### config.mk
export PLATFORM = sky130hd
export DESIGN_NAME = ofdm_output_serializer
export DESIGN_NICKNAME = d
export VERILOG_FILES = /design/src/rtl/ofdm_output_serializer.sv
export SDC_FILE = /design/constraint.sdc
export NUM_CORES = 2
export LEC_CHECK = 0
export CORE_AREA = 3 3 254 280
export DETAILED_ROUTE_END_ITERATION = 12
export DIE_AREA = 0 0 257 283
export GPL_TIMING_DRIVEN = 0
export PLACE_DENSITY = 0.79
export SYNTH_ARGS = -nofsm -noshare
export SYNTH_HDL_FRONTEND = slang
export SYNTH_SLANG_ARGS = --single-unit
### constraint.sdc
create_clock -name clk -period 4.1 [get_ports clk]
set_input_delay 0.82 -clock clk [delete_from_list [all_inputs] [get_ports clk]]
set_output_delay 0.82 -clock clk [all_outputs]
set_load 0.01 [all_outputs]
### src/rtl/ofdm_output_serializer.sv
// rtl/ofdm_output_serializer.sv - wide-to-narrow OFDM output serializer with one-entry holding register
module ofdm_output_serializer #(
  parameter  int IN_WIDTH   = 304,
  parameter  int OUT_WIDTH  = 16,
  parameter  bit MSB_FIRST  = 1'b0,
  localparam int NUM_CHUNKS = IN_WIDTH / OUT_WIDTH,
  localparam int CW         = $clog2(NUM_CHUNKS + 1)
) (
  input  logic                 clk,
  input  logic                 reset_n,
  input  logic                 in_valid,
  output logic                 in_ready,
  input  logic [IN_WIDTH-1:0]  in_data,
  input  logic [CW-1:0]        in_chunks,
  output logic [OUT_WIDTH-1:0] out_data,
  output logic                 out_valid,
  input  logic                 out_ready,
  output logic                 out_last,
  output logic                 done
);

  localparam logic [CW-1:0] MAX_LEN = CW'(NUM_CHUNKS);

  // Active symbol being drained, plus a one-deep holding slot for the next one
  logic [IN_WIDTH-1:0]  r_act;
  logic [CW-1:0]        r_cnt;
  logic [CW-1:0]        r_len;
  logic                 r_busy;
  logic [IN_WIDTH-1:0]  r_hold_data;
  logic [CW-1:0]        r_hold_len;
  logic                 r_hold_full;
  logic                 r_done;

  logic                 w_in_acc;
  logic                 w_out_acc;
  logic                 w_last;
  logic                 w_last_acc;
  logic [CW-1:0]        w_in_len;
  logic [OUT_WIDTH-1:0] w_beat;
  logic [IN_WIDTH-1:0]  w_act_shifted;

  // in_ready comes straight from a flop so upstream sees no combinational path
  assign in_ready   = !r_hold_full;
  assign w_in_acc   = in_valid && !r_hold_full;
  assign w_out_acc  = r_busy && out_ready;
  assign w_last     = r_busy && (r_cnt == (r_len - CW'(1)));
  assign w_last_acc = w_out_acc && w_last;

  // Out-of-range lengths (0 or too large) mean a full symbol
  assign w_in_len = ((in_chunks == '0) || (in_chunks > MAX_LEN)) ? MAX_LEN : in_chunks;

  // Beat order is fixed at elaboration: low chunk first, or top chunk first
  assign w_beat        = MSB_FIRST ? r_act[IN_WIDTH-1 -: OUT_WIDTH] : r_act[OUT_WIDTH-1:0];
  assign w_act_shifted = MSB_FIRST ? (r_act << OUT_WIDTH) : (r_act >> OUT_WIDTH);

  assign out_valid = r_busy;
  assign out_data  = r_busy ? w_beat : '0;
  assign out_last  = w_last;
  assign done      = r_done;

  // Load/shift/hold sequencing; a final-beat accept reloads from HOLD first, then from the input
  always_ff @(posedge clk) begin
    if (!reset_n) begin
      r_act       <= '0;
      r_cnt       <= '0;
      r_len       <= '0;
      r_busy      <= 1'b0;
      r_hold_data <= '0;
      r_hold_len  <= '0;
      r_hold_full <= 1'b0;
      r_done      <= 1'b0;
    end else begin
      r_done <= w_last_acc;
      if (!r_busy) begin
        if (w_in_acc) begin
          r_act  <= in_data;
          r_len  <= w_in_len;
          r_cnt  <= '0;
          r_busy <= 1'b1;
        end
      end else if (w_last_acc) begin
        if (r_hold_full) begin
          // in_ready is low this cycle, so no input can collide with the reload
          r_act       <= r_hold_data;
          r_len       <= r_hold_len;
          r_cnt       <= '0;
          r_hold_full <= 1'b0;
        end else if (w_in_acc) begin
          r_act <= in_data;
          r_len <= w_in_len;
          r_cnt <= '0;
        end else begin
          r_busy <= 1'b0;
        end
      end else begin
        if (w_out_acc) begin
          r_act <= w_act_shifted;
          r_cnt <= r_cnt + CW'(1);
        end
        if (w_in_acc) begin
          r_hold_data <= in_data;
          r_hold_len  <= w_in_len;
          r_hold_full <= 1'b1;
        end
      end
    end
  end

endmodule

==> results.toml <==
[floorplan]
dieHeight_microns = 283
io_pins = 333
core_area_sq_mm = 0.0682
die-width_microns = 257
dieArea_sq_mm = 0.0727
num_rows = 100
start_util_pct = 50.0

[setup_path]
required_ns = 3.28
max_stage_delay_ns = 0.56
path_class = "flip-flop to primary output"
cp_slowest_cell = "clkdlybuf4s50_1"
cp_max_fo = 11
cp-end-kind = "primary output"
path_buf_inv = 3
cp-start-kind = "flip-flop"
path_cells = "inv_1 > ha_1 > xor2_1 > o21ai_1 > o211a_4 > clkbuf_2 > and2_1 > clkdlybuf4s50_1"
critPathArrivalTime_ns = 3.21
crit_family = "buffers and inverters"

[clock_tree]
cts_root_buf = "clkbuf_16"
cts.sinks = 626
htreeDepth = 3
clock_latency_ns = 0.61
cts_hold_buf = 0
clk_pin_slew_ns = 0.06
cts_made_buffers = 69
cts_max_path_buffers = 3
cts_setup_buffers = 0
cts_tree = "built"

[detailed_routing]
wl_met3_microns = 12900
drt-met1-wl_microns = 48400
routedWlPerCell_microns = 22.5
viasPerCell = 6.31
drtAntennaViolNets = 0
dr.pass1.iters = 7
wl_met2_microns = 57200
drt_iter0_markers = 4223
vias = 35500
highest_layer = "met5"
drt-total-wl_microns = 126000
drc_errors = 0

[yosys]
synth_top_area_share_pct = 36.7
synth_common_cells = "1,253 x nand2_1, 626 x dfxtp_1, 604 x mux2i_1"
synthSimpleGateAreaFrac_pct = 20.4
async_flop_share_pct = 0
synth_seq_cells = 626
ys.flop_type = "dfxtp_1"
synth_compound_area_share_pct = 19.4
yosys.cell_count.top_type = "nand2_1"
synthCells = 4242
syn-num-nets = 4557
synth_area_leaders = "dfxtp_1 37%, mux2i_1 18%, nand2_1 14%"
ys_warn_count = 0
synth_top_family_by_area = "simple AND/OR/NAND/NOR gates"
synth-edff-count = 0
synth_top_cell_by_area = "dfxtp_1"
synth.distinct_cells = 45
synthMuxAreaShare_pct = 17.7
synth-xor-area-share_pct = 0.176
synth_area_sq_mm = 0.0341
synth-adder-area-share_pct = 0.0733
syn_avg_cell_area_sq_um = 8.04
seq_area_frac_synth_pct = 36.7

[power_and_ir_drop]
irDropWorstVdd_mv = 0.326
p_per_area_mw_per_mm2 = 415
p_total_mw = 17.0
p_leak_nw = 15.9

[layout]
fin_nets = 4957
drive_above_1_share_pct = 3.63
n_fill_cell = 6045
area_growth_pct = 19.7

[global_route]
overflow = 0
grt_usage_pct = 32.6
grt_start_max_net_pins = 14
grt_first_pass_wirelength_microns = 191000
grt_pass1_vias = 33700
grt_antenna_before_repair = 21

[sta]
hold_viol = 0
rsz0062_at_grt = "no"
fmaxAchievable_mhz = 248
tightest_slew_ns = 1.25
period_needed_ns = 4.03
fin_skew_ns = 0.0196
slew_headroom_pct = 16.5
min_period_over_period_pct = 98.3
finalSetupViolations = 0
slew_violations = 0
setup-tns-final_ns = 0

[placed_design]
io_buffers = 330
dpl.hpwl_microns = 90200
place.gp.congestion = 0.982

[hold_path]
min-delay-path-class = "flip-flop to flip-flop"

[job]
maxCapViolations = 0

[status]
outcome = "completed"
==> cells in the final DEF, fill, tap and decap left out, types with 8 or more instances in the layout <==
cell type	count
or3_1	292
mux2i_1	604
clkbuf_16	73
nand3_1	25
clkbuf_1	376
nand2_1	1253
a31oi_1	297
a221o_1	9
dfxtp_1	626
o211ai_1	578
clkdlybuf4s50_1	330
and2_1	19
buf_1	22
clkbuf_8	12
a21oi_1	15
buf_2	30
diode_2	14
buf_4	29
nor3_1	8
o2111ai_1	9
==> state kept, by name (all words and copies together) (netlist names) <==
register / flops
done: 1
r_hold_len: 5
r_hold_data: 304
r_act: 304
r_len: 5
out_valid: 1
r_hold_full: 1
r_cnt: 5
==> through the flow <==
step	hold slack (ns)	setup slack (ns)	util (%)	instance area (sq um)	std cells
after floorplan	0.432	1.34	-	34100	4242
after global placement	0.441	0.0853	56.6	38600	5490
after detailed placement	0.446	0.0383	56.6	38600	5490
after CTS	0.456	0.0261	59.8	40800	5606
after global routing	0.471	0.00594	59.9	40800	5607
final	0.457	0.0681	59.9	40900	5620
==> timing repair <==
item	CTS	global route
resized for setup	2	2
pin swaps	0	0
setup endpoints to repair	1	1
==> metal layers <==
layer	GRT usage, %	vias to the layer above
li1	-	16100
met1	40.9	16700
met2	52.4	2209
met3	6.76	475
met4	18.1	18
met5	0	-
==> logic make-up after synthesis <==
kind of cell               count (synthesis)
DFF                                      626
muxes                                    604
and+or+nand+nor                         1622
AOI/OAI and AO/OA                        931
xor gates and xnor gates                   6
adders and majority gates                  2
buffers and inverters                    451
==> power by group <==
part / internal (mW) / switching (mW)
logic: 1.43 / 2.15
clock network: 3.71 / 2.64
registers: 6.58 / 0.439
==> tightest hold or removal path: stages (launching register included) <==
cell and delay, ns:
dfxtp_1 0.31, nand2_1 0.05, mux2i_1 0.05
==> worst paths after layout <==
path                                       start  slack, ns          endpoint  cells after the start
worst max-delay path                    r_len[0]       0.07          out_last                      8
worst min-delay path            r_hold_data[200]       0.46  r_hold_data[200]                      2
worst max register to register         out_valid       0.47         r_act[58]                      7
worst min register to register  r_hold_data[200]       0.46  r_hold_data[200]                      2
==> area by class of cell <==
class / count / area, sq um / share of cell area (%)
clock buffer: 102 / 2060 / 5.03
inverter: 6 / 22.5 / 0.0551
multi-input combinational: 3165 / 19700 / 48.3
timing repair buffer: 330 / 3300 / 8.09
antenna: 14 / 35.0 / 0.0858
clock inverter: 15 / 186 / 0.456
sequential: 626 / 12500 / 30.7
buffer: 444 / 1840 / 4.50
tap: 918 / 1150 / 2.81
Note: power is estimated with default switching activity, not from simulation.
